<file path="src/rtl/dtw_pe_array.sv">
// Systolic linear array of NPE DTW cells streaming signal samples against a stored query.
// Optional best-match tracking is built when DTW_BEST_TRACK_EN is defined.
module dtw_pe_array #(
  parameter int SAMPLE_W = 8,
  parameter int WIDTH    = 18,
  parameter int NPE      = 8,
  parameter int IDX_W    = 16
) (
  input  logic                    clk,
  input  logic                    rst,
  input  logic                    clr,
  input  logic                    cfg_subseq,
  input  logic                    q_we,
  input  logic [$clog2(NPE)-1:0]  q_addr,
  input  logic [SAMPLE_W-1:0]     q_data,
  input  logic                    s_valid,
  input  logic [SAMPLE_W-1:0]     s_data,
  output logic                    m_valid,
  output logic [WIDTH-1:0]        m_cost,
  output logic [IDX_W-1:0]        m_idx,
  output logic [WIDTH-1:0]        best_cost,
  output logic [IDX_W-1:0]        best_idx,
  output logic                    idle
);

  localparam int QA_W  = $clog2(NPE);
  localparam int SUM_W = ((WIDTH > SAMPLE_W) ? WIDTH : SAMPLE_W) + 1;
  localparam logic [WIDTH-1:0] INF     = '1;
  localparam logic [SUM_W-1:0] INF_EXT = {{(SUM_W-WIDTH){1'b0}}, INF};

  // Per-cell state; stage regs (v/s/idx) carry the token a cell processed last cycle.
  logic [SAMPLE_W-1:0] q_reg   [NPE];
  logic [WIDTH-1:0]    c_reg   [NPE];
  logic [WIDTH-1:0]    p_reg   [NPE];
  logic                v_reg   [NPE];
  logic [SAMPLE_W-1:0] s_reg   [NPE];
  logic [IDX_W-1:0]    idx_reg [NPE];

  logic                en      [NPE];
  logic [SAMPLE_W-1:0] s_in    [NPE];
  logic [IDX_W-1:0]    idx_in  [NPE];
  logic [WIDTH-1:0]    n_in    [NPE];
  logic [WIDTH-1:0]    nw_in   [NPE];
  logic [WIDTH-1:0]    c_next  [NPE];

  logic [IDX_W-1:0]    cnt_reg;
  logic                first_reg;
  logic                accept;
  logic                flush;
  logic                busy;

  assign accept = s_valid & ~clr;
  assign flush  = rst | clr;

  function automatic logic [WIDTH-1:0] min3(input logic [WIDTH-1:0] a,
                                            input logic [WIDTH-1:0] b,
                                            input logic [WIDTH-1:0] c);
    logic [WIDTH-1:0] ab;
    ab = (a < b) ? a : b;
    return (ab < c) ? ab : c;
  endfunction

  genvar gi;
  generate
    for (gi = 0; gi < NPE; gi++) begin : g_cell
      logic [SAMPLE_W-1:0] d;
      logic [WIDTH-1:0]    m;
      logic [SUM_W-1:0]    sum;

      if (gi == 0) begin : g_head
        // Boundary row: subsequence mode lets a match start at any column.
        assign en[gi]     = accept;
        assign s_in[gi]   = s_data;
        assign idx_in[gi] = cnt_reg;
        assign n_in[gi]   = cfg_subseq ? '0 : INF;
        assign nw_in[gi]  = (cfg_subseq || first_reg) ? '0 : INF;
      end else begin : g_body
        assign en[gi]     = v_reg[gi-1];
        assign s_in[gi]   = s_reg[gi-1];
        assign idx_in[gi] = idx_reg[gi-1];
        assign n_in[gi]   = c_reg[gi-1];
        assign nw_in[gi]  = p_reg[gi-1];
      end

      always_comb begin
        d   = (s_in[gi] > q_reg[gi]) ? (s_in[gi] - q_reg[gi]) : (q_reg[gi] - s_in[gi]);
        m   = min3(n_in[gi], c_reg[gi], nw_in[gi]);
        sum = {{(SUM_W-SAMPLE_W){1'b0}}, d} + {{(SUM_W-WIDTH){1'b0}}, m};
        c_next[gi] = ((m == INF) || (sum >= INF_EXT)) ? INF : sum[WIDTH-1:0];
      end

      always_ff @(posedge clk) begin
        if (flush) begin
          c_reg[gi]   <= INF;
          p_reg[gi]   <= INF;
          v_reg[gi]   <= 1'b0;
          s_reg[gi]   <= '0;
          idx_reg[gi] <= '0;
        end else begin
          v_reg[gi] <= en[gi];
          if (en[gi]) begin
            c_reg[gi]   <= c_next[gi];
            p_reg[gi]   <= c_reg[gi];
            s_reg[gi]   <= s_in[gi];
            idx_reg[gi] <= idx_in[gi];
          end
        end
      end

      always_ff @(posedge clk) begin
        if (rst) begin
          q_reg[gi] <= '0;
        end else if (q_we && (q_addr == QA_W'(gi))) begin
          q_reg[gi] <= q_data;
        end
      end
    end
  endgenerate

  always_ff @(posedge clk) begin
    if (flush) begin
      cnt_reg   <= '0;
      first_reg <= 1'b1;
    end else if (accept) begin
      cnt_reg   <= cnt_reg + IDX_W'(1);
      first_reg <= 1'b0;
    end
  end

  always_comb begin
    busy = 1'b0;
    for (int i = 0; i < NPE; i++) begin
      busy = busy | v_reg[i];
    end
  end

  assign idle    = ~busy;
  assign m_valid = v_reg[NPE-1];
  assign m_cost  = c_reg[NPE-1];
  assign m_idx   = idx_reg[NPE-1];

`ifdef DTW_BEST_TRACK_EN
  logic [WIDTH-1:0] best_cost_reg;
  logic [IDX_W-1:0] best_idx_reg;

  // Strict compare keeps the earliest column on ties.
  always_ff @(posedge clk) begin
    if (flush) begin
      best_cost_reg <= INF;
      best_idx_reg  <= '0;
    end else if (v_reg[NPE-1] && (c_reg[NPE-1] < best_cost_reg)) begin
      best_cost_reg <= c_reg[NPE-1];
      best_idx_reg  <= idx_reg[NPE-1];
    end
  end

  assign best_cost = best_cost_reg;
  assign best_idx  = best_idx_reg;
`else
  assign best_cost = INF;
  assign best_idx  = '0;
`endif

endmodule

</file>
<file path="config.mk">
export PLATFORM = sky130hd
export DESIGN_NAME = dtw_pe_array
export DESIGN_NICKNAME = d
export VERILOG_FILES = /design/src/rtl/dtw_pe_array.sv
export SDC_FILE = /design/constraint.sdc
export NUM_CORES = 2
export LEC_CHECK = 0
export ABC_AREA = 1
export BUFFER_PORTS_ARGS = -buffer_cell sky130_fd_sc_hd__buf_2
export CAP_MARGIN = 30
export CELL_PAD_IN_SITES_DETAIL_PLACEMENT = 0
export CELL_PAD_IN_SITES_GLOBAL_PLACEMENT = 2
export CORE_MARGIN = 1
export CORE_UTILIZATION = 35
export DETAILED_ROUTE_END_ITERATION = 16
export GPL_TIMING_DRIVEN = 0
export PLACE_DENSITY_LB_ADDON = 0.3
export RECOVER_POWER = 25
export SYNTH_ARGS = -nofsm -noshare
export SYNTH_HDL_FRONTEND = slang
export SYNTH_SLANG_ARGS = --single-unit
</file>
<file path="constraint.sdc">
create_clock -name clk -period 5.95 [get_ports clk]
set_input_delay 0.595 -clock clk [delete_from_list [all_inputs] [get_ports clk]]
set_output_delay 0.595 -clock clk [all_outputs]
set_load 0.01 [all_outputs]
</file>
======== After elaboration in Yosys (flattened, before gate mapping) ========
Memory sizes are Yosys's and may differ from the RTL's.
Index checks and enable logic that the tools add are counted.
operators by class
  add/subtract/negate cells ............... 25
  $lt $le $gt $ge ......................... 32
  eq/ne operators ......................... 15
  muxes and demuxes ....................... 135
  bitwise logic cells ..................... 59
  reductions and logical operators ........ 18
operators with widths
  kind                                                    number
  two-way mux 18 bit                                      42
  less-than comparator 18 bit                             16
  two-way mux 8 bit                                       24
  adder 8 x 18 -> 19 bit                                  8
  >= comparator 19 x 18 -> 1 bit (second input constant)  8
  == test 18 bit (second input constant)                  8
  two-way mux 16 bit                                      8
  subtractor 8 bit                                        16
  greater-than comparator 8 bit                           8
  two-way mux 1 bit                                       61
  OR 1 bit                                                56
  adder 16 x 1 -> 16 bit (second input constant)          1
  == test 3 bit (second input constant)                   4
  logical OR 1 bit                                        9
  logical AND 1 bit                                       8
  == test 3 x 2 -> 1 bit (second input constant)          2
  == test 3 x 1 -> 1 bit (second input constant)          1
  logical NOT 3 bit                                       1
  inverter 1 bit                                          2
  AND 1 bit                                               1
storage, ports and cells
  register bits after elaboration ......... 17
  memory bits (writable) .................. 552
  input bits .............................. 25
  logic and storage cells ................. 292
  memories ................................ 6
memories
  name     depth  bits a word  read ports  clocked after Yosys merged registers in  write ports  line  source
  c_reg    8      18           8           0                                        8            33    logic [WIDTH-1:0] c_reg [NPE];
  p_reg    8      18           7           0                                        8            34    logic [WIDTH-1:0] p_reg [NPE];
  idx_reg  8      16           8           0                                        8            37    logic [IDX_W-1:0] idx_reg [NPE];
  q_reg    8      8            8           0                                        8            32    logic [SAMPLE_W-1:0] q_reg [NPE];
  s_reg    8      8            7           0                                        8            36    logic [SAMPLE_W-1:0] s_reg [NPE];
  v_reg    8      1            8           0                                        8            35    logic v_reg [NPE];

======== Logic depth before layout (Yosys ltp) ========
  depth after elaboration ................. 10
  depth in mapped cells ................... 50
  gate-level depth less buffers ........... 45

======== Worst setup path after synthesis ========
Ideal clock, no wire load.
  path kind ............................... input -> register
  start ................................... input cfg_subseq
  end ..................................... memory c_reg[0][9], data pin
  library setup time ...................... 0.264 ns
  arrival ................................. 5.996 ns
  data required time ...................... 5.686 ns
  setup slack ............................. -0.310 ns
  stages on the path ...................... 38
  buffers on the path ..................... 3
  cell sequence ........................... inv_1 ha_1 a21oi_1 o21a_1 nor2_1 nor2_1 nand3_1 inv_2 nand2_1 clkbuf_1 o21ai_0 inv_1 ha_1 nand2_1 nor2_1 nand4_1 a31oi_1 a211oi_4 [... 2 more ...] buf_6 nand2_1 inv_1 ha_1 fa_1 nand3_1 nand2_1 a21oi_1 o21ai_0 nand2_1 nand2_1 a21oi_1 nor2_1 nand2_1 o21ai_1 a21oi_2 buf_2 nand3_1
RTL lines
  item                line  source
  start: declaration  12    input logic cfg_subseq,
  end: declaration    33

==> out/results.txt <==
Maximum clock frequency -> 0.167 GHz
Cell area after synthesis -> 41400 µm²
Crit path max fanout -> 6
Failing checks -> capacitance limit, slew limit, setup timing
Startpoint class of the critical path -> flip-flop
First-pass GRT wire length -> 191000 µm
Worst hold path type -> in2reg
Max_cap viols -> 2
Horiz. Die Dim -> 346 µm
Total CTS buffers -> 71
Worst reg2reg path startpoint -> c_reg[0][69]
Worst reg-to-reg path cell count -> 38
Starting Density -> 35.5%
Sw Ratio -> 48.8%
RSZ-0062 raised after global routing -> yes
Initial drt markers -> 1497
Clock sink total -> 543
Layout area overhead -> 32.1%
Worst-Skew Late Latency -> 0.65 ns
Clock slew at the register clock pins of the worst setup and hold paths -> 0.06 ns
Setup violations, final -> 20
Total global-route track usage -> 20.5%
Antenna Cells -> 0
Final-stage net count -> 6252
Pwr dens -> 502 nW/µm²
Vias in the first global route -> 34200
Core area -> 117000 µm²
Clock power frac -> 15.4%
Most frequent cells in the layout -> nand2_1 (995), inv_1 (842), edfxtp_1 (518), buf_4 (427), nor2_1 (374)
Initial antenna violation count -> 0
Min cycle time layout -> 5.99 ns
Max incr delay on CP -> 0.52 ns
Final worst slack -> -0.0392 ns
CP Capture Point -> c_reg[1][13]
Fill cells -> 11500
Synth Instances -> 5111
Number of flops mapped to enable cells by yosys -> 518
Root buf cell -> clkbuf_16
Crit path from -> c_reg[0][69]
Crit path arrival time -> 6.49 ns
Cell mode on critical path -> nand2_1
Largest net degree at the start of global routing -> 63
Slew @ Worst Pin -> 2.58 ns
Die outline height -> 346 µm
DRC Markers -> 0
CTS tree -> done
DP HPWL -> 93800 µm
Post-synthesis register bit count -> 543
Crit path buf inv count -> 10
Top-level I/O count -> 95
Setup crit end kind -> flip-flop
Clk buf depth -> 3
Max reg flops -> 144
Vias post-DR -> 34800
Most common cell after layout, fill and taps aside -> nand2_1
Sw Pwr -> 13.4 mW
Seq pwr share -> 15.9%
Status -> finished with violations
FF-to-FF End -> c_reg[1][13]
Port Buffer Count -> 60
Combinational power share -> 68.7%
Number of H-tree levels -> 3
Synthesis warning total -> 0
Sequential fraction of the synthesis area -> 38.7%
RePlAce Congestion -> 0.844
Fin. max-slew vios -> 74
Period utilization -> 101%
Yosys cell types -> 61
CP Depth -> 38
Crit path max-delay cell type -> edfxtp_1
Post-Place Worst Slack -> -1.68 ns
Total grt overflow -> 0
Main synth FF type -> edfxtp_1
Post-DR wirelength/cell -> 17.2 µm
Min Hold Slack -> 0.305 ns
Aggregate routed wire length -> 126000 µm
Clock skew -> 0.0221 ns
Syn Area/Cell -> 8.11 µm²
Hold Vio Cnt, Final -> 0
Family with the most delay on the worst path -> simple AND/OR/NAND/NOR gates
Critical setup path kind -> reg2reg
Worst ir drop on vdd -> 0.360 mV
Proportion of layout cells with a drive suffix above 1 -> 28.5%
Leak -> 25.7 nW
Die area -> 120000 µm²
Floorplan row count -> 125
Internal Power -> 14.1 mW
Via density -> 4.75
Post-synth ARST share -> 0%
Post-route ant nets -> 0
DR pass1 iterations -> 7
Crit path required time -> 6.45 ns
Reg-to-reg slack, setup -> -0.04 ns
Slew margin rel. -> -72.6%
worst min path at each step:
stage                           start     endpoint  slack [ns]  cells after the start
after floorplan             first_reg    first_reg        0.42                      2
final                         s_valid    first_reg        0.31                      4
after detailed placement  cnt_reg[15]  cnt_reg[15]        0.44                      1
after CTS                     s_valid    first_reg        0.28                      4
after global routing          s_valid    first_reg        0.31                      4
after global placement    cnt_reg[15]  cnt_reg[15]        0.44                      1
cell families (layout without fill, tap and decap cells):
| group | count (synthesis) | in the layout | synth area share [%] |
|---|---|---|---|
| and+or+nand+nor | 2177 | 2177 | 23.5 |
| buffers and inverters | 1110 | 1770 | 11.1 |
| AOI/OAI and AO/OA | 683 | 683 | 9.21 |
| DFF | 543 | 543 | 38.7 |
| adders and majority gates | 481 | 481 | 15.0 |
| xor gates and xnor gates | 103 | 103 | 2.18 |
| muxes | 12 | 12 | 0.296 |
| other | 2 | 34 | 0.0181 |
Yosys cell counts, types with 6 or more instances:
master	n	area share, %
nand3_2	69	1.7
fa_1	24	1.2
o21a_1	14	0.25
nand4_1	56	0.85
o21ai_0	277	3.3
buf_2	24	0.29
a21oi_1	242	2.9
a211oi_1	11	0.20
xor2_1	74	1.6
mux2i_1	10	0.24
dfxtp_1	25	1.2
a221oi_1	6	0.13
and2_1	6	0.091
buf_4	62	1.1
nor2_4	15	0.41
o21bai_1	19	0.34
nand3b_1	27	0.49
nand2_1	1154	10
a31oi_1	8	0.12
buf_6	22	0.60
inv_1	929	8.4
edfxtp_1	518	38
nand2_4	11	0.30
o211ai_1	12	0.22
nand2_2	40	0.60
o21ai_1	44	0.53
o221ai_1	11	0.23
nor4_1	18	0.27
a21o_1	11	0.20
inv_2	13	0.12
nor3_1	20	0.24
clkbuf_1	47	0.43
nor2_2	29	0.44
ha_1	457	14
nor2_1	428	3.9
nand3_1	290	3.5
xnor2_1	29	0.61
clkinv_1	10	0.091
power groups by stage:
stage	Clock [mW]	Combinational, mW	Sequential, mW
finish	4.22	18.9	4.38
floorplan	0	10.5	4.42
global placement	0	13.5	4.48
CTS	4.32	16.5	4.38
detailed placement	0	13.5	4.47
global route	4.45	20.9	4.39
layer usage:
metal / track usage [%] / wire length, µm
met2: 37.1 / 64100
met3: 2.44 / 3200
met4: 7.29 / 4410
met1: 24.8 / 54300
met5: 0 / 0
worst register-to-register path: cells and delay by family, from the launching register on:
kind,cells,cell delay (ns)
and+or+nand+nor,15,1.82
AOI/OAI and AO/OA,9,1.20
buffers and inverters,10,1.18
adders and majority gates,3,0.91
DFF,1,0.52
xor gates and xnor gates,1,0.23
area by class of cell:
type / instances / area (µm²) / area share, %
buffer: 155 / 1410 / 2.58
clock buffer: 87 / 1860 / 3.39
clock inverter: 43 / 370 / 0.676
inverter: 953 / 3690 / 6.74
tap: 1524 / 1910 / 3.48
multi-input combinational: 3490 / 24900 / 45.5
sequential: 543 / 16100 / 29.3
timing repair inverter: 2 / 16.3 / 0.0297
timing repair buffer: 530 / 4500 / 8.23
metrics by stage:
stage	TNS (ns)	area [µm²]	instances	power [mW]	util (%)
finish	-0.499	54700	7327	27.5	46.9
global placement	-195.17	44000	6727	17.9	37.6
global route	-37.59	54700	7327	29.7	46.9
CTS	-16.73	51300	7180	25.2	43.9
detailed placement	-194.18	44100	6729	18.0	37.7
floorplan	-0.759	41800	5143	14.9	-
repair_timing:
item	4_1_cts	5_1_grt
endpoints found under the setup margin	144	144
hold buffers	0	0
pin swaps	274	371
buffers inserted	306	153
cloned	17	7
resized for setup	618	579
(Power assumes the default switching activity.)
